===== config.mk =====
export PLATFORM = sky130hd
export DESIGN_NAME = id_issue_queue
export DESIGN_NICKNAME = d
export VERILOG_FILES = /design/src/rtl/id_pkg.sv /design/src/rtl/id_uop_decode.sv /design/src/rtl/id_issue_queue.sv
export SDC_FILE = /design/constraint.sdc
export NUM_CORES = 1
export LEC_CHECK = 0
export ABC_AREA = 1
export BUFFER_PORTS_ARGS = -buffer_cell sky130_fd_sc_hd__buf_2
export CAP_MARGIN = 20
export CORE_MARGIN = 4
export CORE_UTILIZATION = 45
export DETAILED_ROUTE_END_ITERATION = 8
export PLACE_DENSITY = 0.67
export SLEW_MARGIN = 20
export SYNTH_ARGS = -nofsm -noshare
export SYNTH_HDL_FRONTEND = slang
export SYNTH_HIERARCHICAL = 1
export SYNTH_SLANG_ARGS = --single-unit

===== constraint.sdc =====
create_clock -name clk -period 19.25 [get_ports clk]
set_input_delay 0 -clock clk [delete_from_list [all_inputs] [get_ports clk]]
set_output_delay 0 -clock clk [all_outputs]
set_load 0.03 [all_outputs]

===== src/rtl/id_pkg.sv =====
// Shared decode types for the decode/issue stage: micro-op classes, RV opcode fields
// and the per-entry micro-op record stored in the issue FIFO.
package id_pkg;

  localparam int ILEN = 32;

  typedef enum logic [3:0] {
    UOP_ALU_I   = 4'd0,
    UOP_ALU_R   = 4'd1,
    UOP_MUL     = 4'd2,
    UOP_DIV     = 4'd3,
    UOP_LOAD    = 4'd4,
    UOP_STORE   = 4'd5,
    UOP_BRANCH  = 4'd6,
    UOP_JAL     = 4'd7,
    UOP_JALR    = 4'd8,
    UOP_LUI     = 4'd9,
    UOP_AUIPC   = 4'd10,
    UOP_CSR     = 4'd11,
    UOP_FP      = 4'd12,
    UOP_FLW     = 4'd13,
    UOP_FSW     = 4'd14,
    UOP_ILLEGAL = 4'd15
  } uop_class_t;

  localparam logic [6:0] OPC_LOAD     = 7'h03;
  localparam logic [6:0] OPC_LOAD_FP  = 7'h07;
  localparam logic [6:0] OPC_OP_IMM   = 7'h13;
  localparam logic [6:0] OPC_AUIPC    = 7'h17;
  localparam logic [6:0] OPC_STORE    = 7'h23;
  localparam logic [6:0] OPC_STORE_FP = 7'h27;
  localparam logic [6:0] OPC_OP       = 7'h33;
  localparam logic [6:0] OPC_LUI      = 7'h37;
  localparam logic [6:0] OPC_OP_FP    = 7'h53;
  localparam logic [6:0] OPC_BRANCH   = 7'h63;
  localparam logic [6:0] OPC_JALR     = 7'h67;
  localparam logic [6:0] OPC_JAL      = 7'h6f;
  localparam logic [6:0] OPC_SYSTEM   = 7'h73;

  localparam logic [6:0] F7_BASE   = 7'h00;
  localparam logic [6:0] F7_ALT    = 7'h20;
  localparam logic [6:0] F7_MULDIV = 7'h01;

  localparam logic [2:0] F3_ADD = 3'b000;
  localparam logic [2:0] F3_SLL = 3'b001;
  localparam logic [2:0] F3_W   = 3'b010;
  localparam logic [2:0] F3_SR  = 3'b101;

  typedef struct packed {
    uop_class_t        uclass;
    logic [4:0]        rd;
    logic [4:0]        rs1;
    logic [4:0]        rs2;
    logic [ILEN-1:0]   imm;
    logic              reg_we;
    logic              freg_we;
    logic [ILEN-1:0]   inst;
    logic [ILEN-1:0]   addr;
  } uop_t;

  function automatic logic [ILEN-1:0] sext12(input logic [11:0] v);
    return {{(ILEN-12){v[11]}}, v};
  endfunction

endpackage


===== src/rtl/id_uop_decode.sv =====
// Combinational instruction decoder: raw word to micro-op. Register indices only name
// integer registers (FP operands stay 0) so the scoreboard never sees false hazards.
module id_uop_decode
  import id_pkg::*;
(
  input  logic [ILEN-1:0] inst,
  input  logic [ILEN-1:0] addr,
  output uop_t            uop
);

  logic [6:0]      opcode;
  logic [2:0]      funct3;
  logic [6:0]      funct7;
  logic [ILEN-1:0] imm_i, imm_s, imm_b, imm_j, imm_u;
  uop_class_t      uclass;
  logic [ILEN-1:0] imm;
  logic            wr_int, use_rs1, use_rs2, freg_we;

  assign opcode = inst[6:0];
  assign funct3 = inst[14:12];
  assign funct7 = inst[31:25];

  assign imm_i = sext12(inst[31:20]);
  assign imm_s = sext12({inst[31:25], inst[11:7]});
  assign imm_b = {{(ILEN-12){inst[31]}}, inst[7], inst[30:25], inst[11:8], 1'b0};
  assign imm_j = {{(ILEN-20){inst[31]}}, inst[19:12], inst[20], inst[30:21], 1'b0};
  assign imm_u = {inst[31:12], 12'b0};

  always_comb begin
    uclass  = UOP_ILLEGAL;
    imm     = '0;
    wr_int  = 1'b0;
    use_rs1 = 1'b0;
    use_rs2 = 1'b0;
    freg_we = 1'b0;
    case (opcode)
      OPC_OP_IMM: begin
        // shift-immediates only allow the base or arithmetic funct7
        if (!((funct3 == F3_SLL && funct7 != F7_BASE) ||
              (funct3 == F3_SR && funct7 != F7_BASE && funct7 != F7_ALT))) begin
          uclass  = UOP_ALU_I;
          imm     = imm_i;
          wr_int  = 1'b1;
          use_rs1 = 1'b1;
        end
      end
      OPC_OP: begin
        if (funct7 == F7_BASE || (funct7 == F7_ALT && (funct3 == F3_ADD || funct3 == F3_SR)))
          uclass = UOP_ALU_R;
        else if (funct7 == F7_MULDIV)
          uclass = funct3[2] ? UOP_DIV : UOP_MUL;
        if (uclass != UOP_ILLEGAL) begin
          wr_int  = 1'b1;
          use_rs1 = 1'b1;
          use_rs2 = 1'b1;
        end
      end
      OPC_LOAD: begin
        if (funct3 != 3'b011 && funct3 != 3'b110 && funct3 != 3'b111) begin
          uclass  = UOP_LOAD;
          imm     = imm_i;
          wr_int  = 1'b1;
          use_rs1 = 1'b1;
        end
      end
      OPC_STORE: begin
        if (!funct3[2] && funct3 != 3'b011) begin
          uclass  = UOP_STORE;
          imm     = imm_s;
          use_rs1 = 1'b1;
          use_rs2 = 1'b1;
        end
      end
      OPC_BRANCH: begin
        if (funct3[2:1] != 2'b01) begin
          uclass  = UOP_BRANCH;
          imm     = imm_b;
          use_rs1 = 1'b1;
          use_rs2 = 1'b1;
        end
      end
      OPC_JAL: begin
        uclass = UOP_JAL;
        imm    = imm_j;
        wr_int = 1'b1;
      end
      OPC_JALR: begin
        if (funct3 == F3_ADD) begin
          uclass  = UOP_JALR;
          imm     = imm_i;
          wr_int  = 1'b1;
          use_rs1 = 1'b1;
        end
      end
      OPC_LUI: begin
        uclass = UOP_LUI;
        imm    = imm_u;
        wr_int = 1'b1;
      end
      OPC_AUIPC: begin
        uclass = UOP_AUIPC;
        imm    = imm_u;
        wr_int = 1'b1;
      end
      OPC_SYSTEM: begin
        // funct3[2] selects the uimm form, whose rs1 field is not a register
        if (funct3[1:0] != 2'b00) begin
          uclass  = UOP_CSR;
          imm     = imm_i;
          wr_int  = 1'b1;
          use_rs1 = !funct3[2];
        end
      end
      OPC_OP_FP: begin
        uclass  = UOP_FP;
        freg_we = 1'b1;
      end
      OPC_LOAD_FP: begin
        if (funct3 == F3_W) begin
          uclass  = UOP_FLW;
          imm     = imm_i;
          use_rs1 = 1'b1;
          freg_we = 1'b1;
        end
      end
      OPC_STORE_FP: begin
        if (funct3 == F3_W) begin
          uclass  = UOP_FSW;
          imm     = imm_s;
          use_rs1 = 1'b1;
        end
      end
      default: ;
    endcase
  end

  always_comb begin
    uop         = '0;
    uop.uclass  = uclass;
    uop.rd      = wr_int  ? inst[11:7]  : 5'd0;
    uop.rs1     = use_rs1 ? inst[19:15] : 5'd0;
    uop.rs2     = use_rs2 ? inst[24:20] : 5'd0;
    uop.imm     = imm;
    uop.reg_we  = wr_int && (inst[11:7] != 5'd0);
    uop.freg_we = freg_we;
    uop.inst    = inst;
    uop.addr    = addr;
  end

endmodule


===== src/rtl/id_issue_queue.sv =====
// Decode-and-issue stage: decoded micro-ops queue in a FIFO, issue in order past a register
// scoreboard. One cycle minimum push-to-issue; in_ready drops only on registered full.
module id_issue_queue
  import id_pkg::*;
#(
  parameter int DEPTH = 4,
  parameter int XLEN  = 32,
  parameter int NREG  = 32
) (
  input  logic                     clk,
  input  logic                     rst,
  input  logic                     flush_i,
  input  logic                     in_valid_i,
  output logic                     in_ready_o,
  input  logic [XLEN-1:0]          inst_i,
  input  logic [XLEN-1:0]          inst_addr_i,
  output logic                     out_valid_o,
  input  logic                     out_ready_i,
  output logic [XLEN-1:0]          out_inst_o,
  output logic [XLEN-1:0]          out_inst_addr_o,
  output logic [3:0]               out_class_o,
  output logic [XLEN-1:0]          out_imm_o,
  output logic [4:0]               out_rd_o,
  output logic [4:0]               out_rs1_o,
  output logic [4:0]               out_rs2_o,
  output logic                     out_reg_we_o,
  output logic                     out_freg_we_o,
  input  logic                     wb_valid_i,
  input  logic [4:0]               wb_rd_i,
  output logic [$clog2(DEPTH):0]   count_o
);

  localparam int PW = $clog2(DEPTH);
  localparam int CW = PW + 1;
  localparam logic [CW-1:0] FULL_CNT = CW'(DEPTH);

  uop_t            mem [DEPTH];
  uop_t            dec_uop;
  uop_t            head;
  logic [PW-1:0]   wr_ptr, rd_ptr;
  logic [CW-1:0]   count;
  logic [NREG-1:0] busy, busy_nxt;
  logic            hazard, push, pop;

  id_uop_decode u_decode (
    .inst (inst_i),
    .addr (inst_addr_i),
    .uop  (dec_uop)
  );

  assign head = mem[rd_ptr];

  // unused operand fields decode to x0, whose busy bit never sets
  assign hazard = busy[head.rs1] | busy[head.rs2] | (head.reg_we & busy[head.rd]);

  assign in_ready_o  = (count != FULL_CNT);
  assign out_valid_o = (count != '0) && !hazard;
  assign push        = in_valid_i && in_ready_o && !flush_i;
  assign pop         = out_valid_o && out_ready_i && !flush_i;

  always_ff @(posedge clk) begin
    if (rst) begin
      wr_ptr <= '0;
      rd_ptr <= '0;
      count  <= '0;
      for (int i = 0; i < DEPTH; i++) mem[i] <= '0;
    end else if (flush_i) begin
      wr_ptr <= '0;
      rd_ptr <= '0;
      count  <= '0;
    end else begin
      if (push) begin
        mem[wr_ptr] <= dec_uop;
        wr_ptr      <= wr_ptr + 1'b1;
      end
      if (pop) rd_ptr <= rd_ptr + 1'b1;
      if (push && !pop)      count <= count + 1'b1;
      else if (pop && !push) count <= count - 1'b1;
    end
  end

  // issue-set is applied after writeback-clear so it wins on the same index
  always_comb begin
    busy_nxt = busy;
    if (wb_valid_i) busy_nxt[wb_rd_i] = 1'b0;
    if (pop && head.reg_we) busy_nxt[head.rd] = 1'b1;
    busy_nxt[0] = 1'b0;
  end

  always_ff @(posedge clk) begin
    if (rst) busy <= '0;
    else     busy <= busy_nxt;
  end

  assign out_inst_o      = head.inst;
  assign out_inst_addr_o = head.addr;
  assign out_class_o     = head.uclass;
  assign out_imm_o       = head.imm;
  assign out_rd_o        = head.rd;
  assign out_rs1_o       = head.rs1;
  assign out_rs2_o       = head.rs2;
  assign out_reg_we_o    = head.reg_we;
  assign out_freg_we_o   = head.freg_we;
  assign count_o         = count;

endmodule


==> impl_metrics.json, run 1 <==
{
  "run_status": "completed",
  "leakage_uw": 0.0119,
  "r2r_cells": 22,
  "timing.critical_path.to_type": "flop",
  "power.net_switching_uw": 595,
  "count_of_nets_after_finishing": 3226,
  "synth_largest_area_cell": "sky130_fd_sc_hd__edfxtp_1",
  "detailedRoute.firstIterationViolations": 2069,
  "dp_hpwl_mm": 45.5,
  "required_ps": 19770,
  "number_of_nets_with_antenna_violations_after_routing": 0,
  "fin_tns_setup_ps": 0,
  "worstMarginPinSlew_ps": 1100,
  "ctsLongestPathBuffers": 3,
  "worst_skew_pair.late_latency_ps": 600,
  "yosys_register_bits": 508,
  "hold_path_class": "in -> reg",
  "row_count": 88,
  "remaining_drc_errors": 0,
  "grt-ovfl-total": 0,
  "synth_fp_nets": 3128,
  "p_sw_share_pct": 24.0,
  "syn_to_final_growth_pct": 12.6,
  "clock_sinks": 508,
  "setup_violations": 0,
  "synth.yosys.seq_area_share_pct": 56.7,
  "timing.fmax_mhz": 188,
  "final_hold_viol_count": 0,
  "floorplan.die.height_um": 249,
  "relative_slew_slack_pct": 26.4,
  "finish.utilization_pct": 51.1,
  "max-vdd-ir-drop_mv": 0.0623,
  "synth_ff_type": "sky130_fd_sc_hd__edfxtp_1",
  "timing_max_transition_violations_final": 0,
  "cp_max_fo": 64,
  "initial_core_util_pct": 45.4,
  "unrepaired_setup_endpoints_after_global_routing": "false",
  "power_per_cell_area_nw_per_um2": 84.2,
  "drt_wl_total_mm": 76.6,
  "htreeDepth": 2,
  "buffer_ports.inserted": 196,
  "final_period_minus_worst_setup_slack_ps": 5310,
  "avgRoutedWirePerCell_um": 19.4,
  "syn_area_um2": 26200,
  "crit_arrival_ps": 5840,
  "max_cap_violations": 0,
  "synth.avg_cell_area_um2": 8.58,
  "via_count": 21500,
  "grtUsageTotal_pct": 23.8,
  "setup.reg_to_reg.worst_slack_ps": 13940,
  "final.period_utilization_pct": 27.6,
  "cts_made_buffers": 53,
  "timing.hold.worst_endpoint": "busy[8]",
  "power.share.clock_pct": 40.5,
  "die_w_um": 249,
  "cp-start-kind": "flop",
  "synth_commonest_cells": "862 x sky130_fd_sc_hd__nor2_1, 468 x sky130_fd_sc_hd__edfxtp_1, 350 x sky130_fd_sc_hd__inv_1",
  "clockRootBuffer": "sky130_fd_sc_hd__clkbuf_16",
  "clock-skew-final_ps": 20.8,
  "yosysMostFrequentCell": "sky130_fd_sc_hd__nor2_1",
  "synth_edf_count": 468,
  "worstSetupPathType": "reg -> reg",
  "async_reset_ff_share_pct": 0,
  "seqPwrFrac_pct": 50.6,
  "grt_pass1_vias": 20200,
  "die_area_um2": 62100,
  "core_area_um2": 57700,
  "postSynthCellCount": 3051,
  "post_route_cells_drive_above_1_share_pct": 11.8,
  "synth-warning-count": 6,
  "cellInternalPower_uw": 1890,
  "synth_largest_type_area_fraction_pct": 53.7,
  "hold-path-cell-count": 6,
  "clk_pin_slew_ps": 60,
  "rr_endpoint": "count_o[2]",
  "cts_tree": "built",
  "cells_taking_the_most_area_after_synthesis": "sky130_fd_sc_hd__edfxtp_1 54%, sky130_fd_sc_hd__nor2_1 12%, sky130_fd_sc_hd__o21ai_0 5.0%",
  "place.gp.congestion": 0.949,
  "hold_path_startpoint": "out_ready_i",
  "power_frac_comb_pct": 8.9,
  "post_drt_via_cell_ratio": 5.44,
  "grt_max_degree": 118,
  "io_pins": 197,
  "number_of_library_cell_types_mapped_by_synthesis": 42,
  "number_of_antenna_violations_at_the_first_check_in_global_routing": 4,
  "drt_pre_antenna_iters": 7,
  "resize_count_post_cts": 0,
  "grt_first_pass_wirelength_mm": 117
}
## sequential cells by signal (all words and copies together) (netlist names), named ones only
signal,cells
mem,468
busy,31
count_o,3
rd_ptr,2
wr_ptr,2
## cells by family (layout without fill, tap and decap cells)
kind of cell / Yosys count / in the layout / synth area share (%)
AND/OR/NAND/NOR: 1480 / 1480 / 23.6
buffers and inverters: 620 / 759 / 10.4
flip-flops: 508 / 508 / 56.7
AO/OA/AOI/OAI: 440 / 440 / 9.11
adder cells (fa/ha/maj): 2 / 2 / 0.124
XOR/XNOR: 1 / 1 / 0.0335
other: 0 / 2 / 0
## cell type report
type	count	area, um^2
repair buffers	288	1870
fillers	5439	28200
flip-flops and latches	508	14900
diodes	2	5.00
clock buffers	78	1530
inverters	375	1420
clock inverters	18	168
multi-input cells	1923	8670
well taps	765	957
## how the worst max path moves through the flow
stage | end | depth (start not counted) | slack (ps)
2_1_floorplan | mem[3][0] | 6 | 8950
3_3_place_gp | count_o[2] | 22 | 14060
3_5_place_dp | count_o[2] | 22 | 13940
4_1_cts | count_o[2] | 22 | 13920
5_1_grt | count_o[2] | 21 | 13420
6_report | count_o[2] | 22 | 13940
## through the flow
step | hold slack (ps) | instances | power [uW] | cell area (um^2) | setup WS (ps)
2_1_floorplan | 193 | 3051 | 1430 | 26200 | 8950
3_3_place_gp | 310 | 3788 | 1490 | 27100 | 14060
3_5_place_dp | 315 | 3788 | 1490 | 27100 | 13940
4_1_cts | 12.2 | 3955 | 2490 | 29500 | 13920
5_1_grt | 66.1 | 3957 | 2560 | 29500 | 13420
6_report | 56.2 | 3957 | 2480 | 29500 | 13940
## routing by layer
| metal | share of wire [%] | GRT usage [%] | wire length (um) |
|---|---|---|---|
| met1 | 42 | 33.3 | 32600 |
| met5 | 0.027 | 0 | 21 |
| met2 | 46 | 38.5 | 35600 |
| met3 | 8.1 | 3.43 | 6180 |
| met4 | 3.0 | 7.78 | 2310 |
## worst max-delay path: stages (launching register included)
cell,delay (ps)
sky130_fd_sc_hd__dfxtp_4,350
sky130_fd_sc_hd__inv_4,500
sky130_fd_sc_hd__buf_4,710
sky130_fd_sc_hd__nand3_1,540
sky130_fd_sc_hd__nand2_1,680
sky130_fd_sc_hd__inv_2,90
sky130_fd_sc_hd__nor2_1,160
sky130_fd_sc_hd__nand2_1,60
sky130_fd_sc_hd__nand2_1,60
sky130_fd_sc_hd__nand2_1,40
sky130_fd_sc_hd__nand2_1,70
sky130_fd_sc_hd__inv_1,50
sky130_fd_sc_hd__nand3_2,70
sky130_fd_sc_hd__nand3_2,80
sky130_fd_sc_hd__nor2_4,550
sky130_fd_sc_hd__nand2_1,200
sky130_fd_sc_hd__ha_1,230
sky130_fd_sc_hd__inv_1,100
sky130_fd_sc_hd__fa_1,190
sky130_fd_sc_hd__o21bai_1,80
sky130_fd_sc_hd__a21oi_1,140
sky130_fd_sc_hd__o21ai_0,90
sky130_fd_sc_hd__a21oi_1,140
## power groups by stage
stage          sequential, uW  combinational, uW  clock [uW]
4_1_cts                  1260                220        1020
3_3_place_gp             1280                207           0
3_5_place_dp             1280                207           0
2_1_floorplan            1290                140           0
6_report                 1260                220        1010
5_1_grt                  1260                237        1060
## cells in the final DEF, fill, tap and decap left out, types with 16 or more instances in the layout
cell type,Yosys,routed
sky130_fd_sc_hd__nor2_1,862,861
sky130_fd_sc_hd__clkbuf_16,0,56
sky130_fd_sc_hd__inv_1,350,350
sky130_fd_sc_hd__buf_2,33,196
sky130_fd_sc_hd__clkbuf_1,122,16
sky130_fd_sc_hd__dfxtp_1,40,38
sky130_fd_sc_hd__inv_2,24,20
sky130_fd_sc_hd__dlygate4sd3_1,0,71
sky130_fd_sc_hd__edfxtp_1,468,468
sky130_fd_sc_hd__nand4_1,34,34
sky130_fd_sc_hd__a21oi_1,55,55
sky130_fd_sc_hd__buf_4,75,19
sky130_fd_sc_hd__nand3_1,247,246
sky130_fd_sc_hd__o21ai_0,264,261
sky130_fd_sc_hd__o22ai_1,102,101
sky130_fd_sc_hd__nand2_1,276,274
## repair_timing
action | 4_1_cts | 5_1_grt
hold buffers | 71 | 0
buffers inserted | 0 | 0
hold endpoints to repair | 291 | 0
Power figures use the tool's default switching activity.
==> run 2: changes to the inputs <==
--- a/config.mk
+++ b/config.mk
@@ -5,7 +5,7 @@
 export SDC_FILE = /design/constraint.sdc
 export NUM_CORES = 1
 export LEC_CHECK = 0
-export ABC_AREA = 1
+export ABC_AREA = 0
 export BUFFER_PORTS_ARGS = -buffer_cell sky130_fd_sc_hd__buf_2
 export CAP_MARGIN = 20
 export CORE_MARGIN = 4
==> constraint.sdc (replaced) <==
create_clock -name clk -period 5.21 [get_ports clk]
set_input_delay 0 -clock clk [delete_from_list [all_inputs] [get_ports clk]]
set_output_delay 0 -clock clk [all_outputs]
set_load 0.03 [all_outputs]
==> run 2 against run 1 <==
Effect of this change:
- final cell count is 30% lower
- clock skew is 3.9 ps lower
- register-to-register slack worse by 13000 ps
- largest power group unchanged
- combinational power grew to 3.7 times the previous value
- largest cell class unchanged
- sequential cell count stayed put
- global-route usage is 2.2 points lower
- core utilization is 1.2 points higher
- die area is 8.3% lower
- sequential power grew to 3.7 times the previous value
- non-clock buffer count is 7 higher
==> impl_metrics.json, run 2 <==
{
  "placedInstanceArea_um2": 25100,
  "synth.yosys.seq_area_share_pct": 62.1,
  "post_synth_mux_area_share_pct": 13.1,
  "timing.critical_path.to_type": "flop",
  "remaining_drc_errors": 0,
  "clockRootBuffer": "sky130_fd_sc_hd__clkbuf_16",
  "final_hold_viol_count": 0,
  "layout_commonest_cell": "sky130_fd_sc_hd__edfxtp_1",
  "synth_commonest_cells": "468 x sky130_fd_sc_hd__edfxtp_1, 382 x sky130_fd_sc_hd__nor2_1, 191 x sky130_fd_sc_hd__nand2_1",
  "count_of_nets_after_finishing": 2124,
  "grt_max_degree": 94,
  "final.period_utilization_pct": 80.0,
  "relative_slew_slack_pct": 30.2,
  "top_register": "mem",
  "grtUsageTotal_pct": 21.7,
  "drt_wl_total_mm": 62.3,
  "setup_violations": 0,
  "via_count": 15600,
  "die_w_um": 239,
  "row_count": 84,
  "number_of_nets_with_antenna_violations_after_routing": 0,
  "clock_sinks": 508,
  "hold_path_startpoint": "in_valid_i",
  "timing.critical_path.mode_cell": "sky130_fd_sc_hd__or3_1",
  "die_area_um2": 56900,
  "pre_cts_ws_ps": 1010,
  "core_area_um2": 52700,
  "dp_hpwl_mm": 38.5,
  "largest_reg_flops": 468,
  "grt_first_pass_wirelength_mm": 95.4,
  "clock-skew-final_ps": 16.9,
  "run_status": "completed",
  "worstMarginPinSlew_ps": 1040,
  "synth-xor-area-share_pct": 0.183,
  "fin_ws_ps": 1040,
  "cp-start-kind": "flop",
  "htreeDepth": 2,
  "cts_made_buffers": 53,
  "syn_to_final_growth_pct": 15.0,
  "final_cell_mix": "468 x sky130_fd_sc_hd__edfxtp_1, 382 x sky130_fd_sc_hd__nor2_1, 196 x sky130_fd_sc_hd__buf_2",
  "number_of_library_cell_types_mapped_by_synthesis": 81,
  "cells_taking_the_most_area_after_synthesis": "sky130_fd_sc_hd__edfxtp_1 59%, sky130_fd_sc_hd__mux4_2 11%, sky130_fd_sc_hd__nor2_1 6.0%",
  "synth_top_family_by_area": "simple AND/OR/NAND/NOR gates",
  "initial_core_util_pct": 45.4,
  "clk_pin_slew_ps": 60,
  "grt-ovfl-total": 0,
  "synth-warning-count": 6,
  "buffer_ports.inserted": 196,
  "cpMaxStageDelayCell": "sky130_fd_sc_hd__dfxtp_4",
  "hold_path_class": "in -> reg",
  "worstSetupPathType": "reg -> reg",
  "number_of_antenna_violations_at_the_first_check_in_global_routing": 4,
  "post_route_cells_drive_above_1_share_pct": 21.6,
  "floorplan.die.height_um": 239,
  "final_cell_area_um2": 27500,
  "avgRoutedWirePerCell_um": 22.4,
  "grt_pass1_vias": 15900,
  "synth-adder-area-share_pct": 0.136,
  "io_pins": 197,
  "hold_slack_ps": 35.3,
  "syn_area_um2": 23900,
  "async_reset_ff_share_pct": 0,
  "max-vdd-ir-drop_mv": 0.290,
  "power_per_cell_area_nw_per_um2": 332,
  "leakage_uw": 0.0107,
  "synth_largest_type_area_fraction_pct": 58.7,
  "yosys_register_bits": 508,
  "finish.utilization_pct": 52.3,
  "postSynthCellCount": 1874,
  "cts_tree": "built",
  "crit_arrival_ps": 4720,
  "unrepaired_setup_endpoints_after_global_routing": "false",
  "synthesized_area_fraction_occupied_by_ao_oa_aoi_and_oai_cells_pct": 5.02,
  "synth_fp_nets": 1951,
  "timing.fmax_mhz": 240,
  "timing.critical_path.cells": "mux2_4, o21ai_4, inv_6, mux2i_1, o2111ai_1, o211ai_1, nor4_1, a211o_2, or3_1, ha_1, inv_1, fa_1, xor2_1, or3_1, a21oi_1",
  "synth.avg_cell_area_um2": 12.8,
  "ctsLongestPathBuffers": 3,
  "synth_ff_type": "sky130_fd_sc_hd__edfxtp_1",
  "worst_skew_pair.late_latency_ps": 610,
  "cp.buffers_inverters": 2,
  "yosysMostFrequentCell": "sky130_fd_sc_hd__edfxtp_1",
  "post_drt_via_cell_ratio": 5.62,
  "detailedRoute.firstIterationViolations": 1489,
  "diodes": 0,
  "synthSimpleGateAreaFrac_pct": 13.2,
  "cp_slowest_stage_delay_ps": 700,
  "timing.critical_path.max_delay_family": "compound AO/OA/AOI/OAI gates",
  "max_cap_violations": 0,
  "final_period_minus_worst_setup_slack_ps": 4170,
  "timing_max_transition_violations_final": 0,
  "drt_pre_antenna_iters": 6,
  "synth_edf_count": 468,
  "required_ps": 5760,
  "cp_max_fo": 33,
  "place.gp.congestion": 0.875,
  "fin_tns_setup_ps": 0,
  "synth_largest_area_cell": "sky130_fd_sc_hd__edfxtp_1"
}
==> run 2: changes by cell type after synthesis, sizes merged, moves of 38 or more <==
cell,before,now
mux2i,0,48
nand3,255,21
inv,374,129
o21ai,275,37
clkbuf,123,77
o31ai,0,38
o22ai,102,2
mux4,0,116
nand2,287,191
nor2,879,383
==> run 2: power breakdown <==
group | switching (uW) | total, uW | internal [uW]
clock | 1610 | 3670 | 2060
sequential | 43.7 | 4660 | 4620
combinational | 550 | 816 | 265
total | 2200 | 9150 | 6940
==> run 2: cell families after synthesis <==
family	after synthesis
DFF	508
and+or+nand+nor	720
AOI/OAI and AO/OA	165
adders and majority gates	2
buffers and inverters	306
xor gates and xnor gates	5
muxes	168
==> run 2: timing repair <==
item	4_1_cts	5_1_grt
gates resized for setup	0	0
setup endpoints to repair	0	0
hold buffers	78	0
buffers inserted	0	0
hold endpoints to repair	358	0
==> run 2: layout make-up <==
type	instances	area, um^2
fill	4401	25100
sequential	508	14900
multi-input combinational	1060	7640
timing repair buffer	295	2010
clock buffer	68	1400
tap	688	861
inverter	129	489
clock inverter	29	267
==> run 2: path summary, 6_finish.rpt <==
path | to | slack, ps | cells after the start
max | count_o[2] | 1040 | 15
min | wr_ptr[0] | 40 | 4
max reg2reg | count_o[2] | 1040 | 15
min reg2reg | flop | 540 | 2
==> run 2: per-layer routing <==
layer,wire length (um),part of all wire (%),GRT usage (%)
met3,4750,7.6,4.03
met1,25300,41,29.5
met4,1830,2.9,6.95
met2,30400,49,35.6
met5,0,0,0
==> run 2: worst register-to-register path, cell delays in order, from the launching register on <==
cell,delay (ps)
sky130_fd_sc_hd__dfxtp_4,700
sky130_fd_sc_hd__mux2_4,360
sky130_fd_sc_hd__o21ai_4,350
sky130_fd_sc_hd__inv_6,190
sky130_fd_sc_hd__mux2i_1,160
sky130_fd_sc_hd__o2111ai_1,200
sky130_fd_sc_hd__o211ai_1,110
sky130_fd_sc_hd__nor4_1,470
sky130_fd_sc_hd__a211o_2,230
sky130_fd_sc_hd__or3_1,110
sky130_fd_sc_hd__ha_1,170
sky130_fd_sc_hd__inv_1,70
sky130_fd_sc_hd__fa_1,380
sky130_fd_sc_hd__xor2_1,180
sky130_fd_sc_hd__or3_1,310
sky130_fd_sc_hd__a21oi_1,130
==> run 2: stage by stage <==
step                      total power (uW)  cells
after global routing                  9440   2777
after global placement                5510   2602
after detailed placement              5530   2602
after floorplan                       5280   1874
after CTS                             9220   2777
final                                 9150   2777
==> run 3: changes to the inputs <==
--- a/config.mk
+++ b/config.mk
@@ -5,13 +5,13 @@
 export SDC_FILE = /design/constraint.sdc
 export NUM_CORES = 1
 export LEC_CHECK = 0
-export ABC_AREA = 0
+export ABC_AREA = 1
 export BUFFER_PORTS_ARGS = -buffer_cell sky130_fd_sc_hd__buf_2
 export CAP_MARGIN = 20
 export CORE_MARGIN = 4
 export CORE_UTILIZATION = 45
 export DETAILED_ROUTE_END_ITERATION = 8
-export PLACE_DENSITY = 0.67
+export PLACE_DENSITY = 0.69
 export SLEW_MARGIN = 20
 export SYNTH_ARGS = -nofsm -noshare
 export SYNTH_HDL_FRONTEND = slang
==> constraint.sdc (replaced) <==
create_clock -name clk -period 3.7 [get_ports clk]
set_input_delay 0 -clock clk [delete_from_list [all_inputs] [get_ports clk]]
set_output_delay 0 -clock clk [all_outputs]
set_load 0.03 [all_outputs]
==> run 3 against run 2 <==
Effect of this change:
- global-route usage increased by 2.3 points
- total power is 46% higher
- clock-buffer cell count shrank 1
- clock skew rose by 6.9 ps
- critical path type is now reg -> out
- sequential power increased by 40%
- via count is 38% higher
==> impl_metrics.json, run 3 (synthesized netlist as in run 1, its figures left out) <==
{
  "detailedRoute.firstIterationViolations": 2135,
  "initial_core_util_pct": 45.4,
  "hold_path_class": "in -> reg",
  "grt_first_pass_wirelength_mm": 118,
  "cts_tree": "built",
  "drt_pre_antenna_iters": 6,
  "seq_area_um2": 14900,
  "power_per_cell_area_nw_per_um2": 444,
  "unrepaired_setup_endpoints_after_global_routing": "false",
  "drt_wl_total_mm": 77.3,
  "filler_cell_count": 5388,
  "hold_slack_ps": 58.2,
  "setup_violations": 0,
  "max_cap_violations": 0,
  "crit_arrival_ps": 3490,
  "final.period_utilization_pct": 94.2,
  "buffer_ports.inserted": 196,
  "count_of_nets_after_finishing": 3258,
  "io_pins": 197,
  "grtUsageTotal_pct": 24.0,
  "cp-start-kind": "flop",
  "number_of_nets_with_antenna_violations_after_routing": 0,
  "final_period_minus_worst_setup_slack_ps": 3490,
  "hold_path_startpoint": "wb_valid_i",
  "fin_tns_setup_ps": 0,
  "multiInputGateArea_um2": 8690,
  "top_register": "mem",
  "timing.fmax_mhz": 287,
  "cp_slowest_stage_delay_ps": 670,
  "fin_ws_ps": 215,
  "largest_reg_flops": 468,
  "final_cell_mix": "861 x sky130_fd_sc_hd__nor2_1, 468 x sky130_fd_sc_hd__edfxtp_1, 350 x sky130_fd_sc_hd__inv_1",
  "via_count": 21500,
  "cts_made_buffers": 53,
  "worst_skew_pair.late_latency_ps": 600,
  "layout_commonest_cell": "sky130_fd_sc_hd__nor2_1",
  "remaining_drc_errors": 0,
  "clock-skew-final_ps": 23.9,
  "cp_max_fo": 70,
  "grt_max_degree": 118,
  "avgRoutedWirePerCell_um": 19.4,
  "grt-ovfl-total": 0,
  "post_drt_via_cell_ratio": 5.39,
  "grt_pass1_vias": 20400,
  "core_area_um2": 57700,
  "timing_max_transition_violations_final": 0,
  "die_w_um": 249,
  "worstSetupPathType": "reg -> out",
  "clockRootBuffer": "sky130_fd_sc_hd__clkbuf_16",
  "floorplan.die.height_um": 249,
  "clock_sinks": 508,
  "clk_pin_slew_ps": 60,
  "number_of_antenna_violations_at_the_first_check_in_global_routing": 4,
  "run_status": "completed",
  "relative_slew_slack_pct": 35.8,
  "post-cts-setup-buffers": 0,
  "worstMarginPinSlew_ps": 963,
  "place.gp.congestion": 0.960,
  "p_total_uw": 13300,
  "max-vdd-ir-drop_mv": 0.369,
  "final_hold_viol_count": 0,
  "ctsLongestPathBuffers": 3,
  "htreeDepth": 2,
  "leakage_uw": 0.0121,
  "finish.utilization_pct": 52.0,
  "timing.critical_path.mode_cell": "sky130_fd_sc_hd__buf_4",
  "cpMaxStageDelayCell": "sky130_fd_sc_hd__buf_4",
  "row_count": 88,
  "required_ps": 3700,
  "pre_cts_ws_ps": 374,
  "die_area_um2": 62100,
  "post_route_cells_drive_above_1_share_pct": 12.7,
  "timing.critical_path.cells": "inv_6, buf_4, buf_4, o21ai_0, o22ai_1, buf_2",
  "dp_hpwl_mm": 48.0,
  "syn_to_final_growth_pct": 14.5,
  "timing.critical_path.to_type": "output port"
}
## run 3: cell count changes in the layout (fill, tap and decap cells not counted), moves of 34 or more
cell,change
sky130_fd_sc_hd__nor2_1,+479
sky130_fd_sc_hd__o21ai_0,+225
sky130_fd_sc_hd__nand3_1,+224
sky130_fd_sc_hd__inv_1,+223
sky130_fd_sc_hd__mux4_2,-116
sky130_fd_sc_hd__o22ai_1,+99
sky130_fd_sc_hd__nand2_1,+83
sky130_fd_sc_hd__mux2i_1,-48
sky130_fd_sc_hd__o31ai_1,-34
## run 3: worst paths after layout
kind | to | slack, ps | cells past startpoint
setup reg to reg | count_o[2] | 320 | 17
hold / removal | busy[28] | 60 | 4
hold reg to reg | busy[28] | 480 | 2
setup / recovery | out_inst_o[21] | 210 | 6
## run 3: timing repair
| item | in CTS | in global routing |
|---|---|---|
| endpoints found under the setup margin | 0 | 2 |
| hold buffers | 71 | 0 |
| gates resized for setup | 0 | 1 |
| endpoints found under the hold margin | 295 | 0 |
## run 3: through the flow
step	instance area, um^2	std cells
2_1_floorplan	26200	3051
3_3_place_gp	27500	3820
3_5_place_dp	27500	3820
4_1_cts	30000	3987
5_1_grt	30000	3988
6_report	30000	3988
## run 3: area by class of cell
class	count	share of cell area, %
Timing Repair Buffer	320	7.51
Inverter	375	4.74
Antenna cell	1	0.00835
Sequential cell	508	49.6
Clock inverter	29	1.35
Multi-Input combinational cell	1923	29.0
Clock buffer	67	4.67
Tap cell	765	3.19
## run 3: report_power, final
part | switching, uW | internal, uW
clock network | 2220 | 3370
registers | 55.6 | 6480
logic | 873 | 319
total | 3150 | 10200
## run 3: per-layer routing
layer  global-route usage (%)  wire length, um  up-vias
met3                     3.64             6360      160
met4                     8.00             2650        2
met5                        0               13        -
met1                     33.1            32300    10200
met2                     39.1            36000      907
li1                         -                -    10300
## run 3: critical path, delay by kind of cell (launching register included)
kind                   cells  cell delay, ps
AO/OA/AOI/OAI              2             570
flip-flops                 1             450
buffers and inverters      4            1820
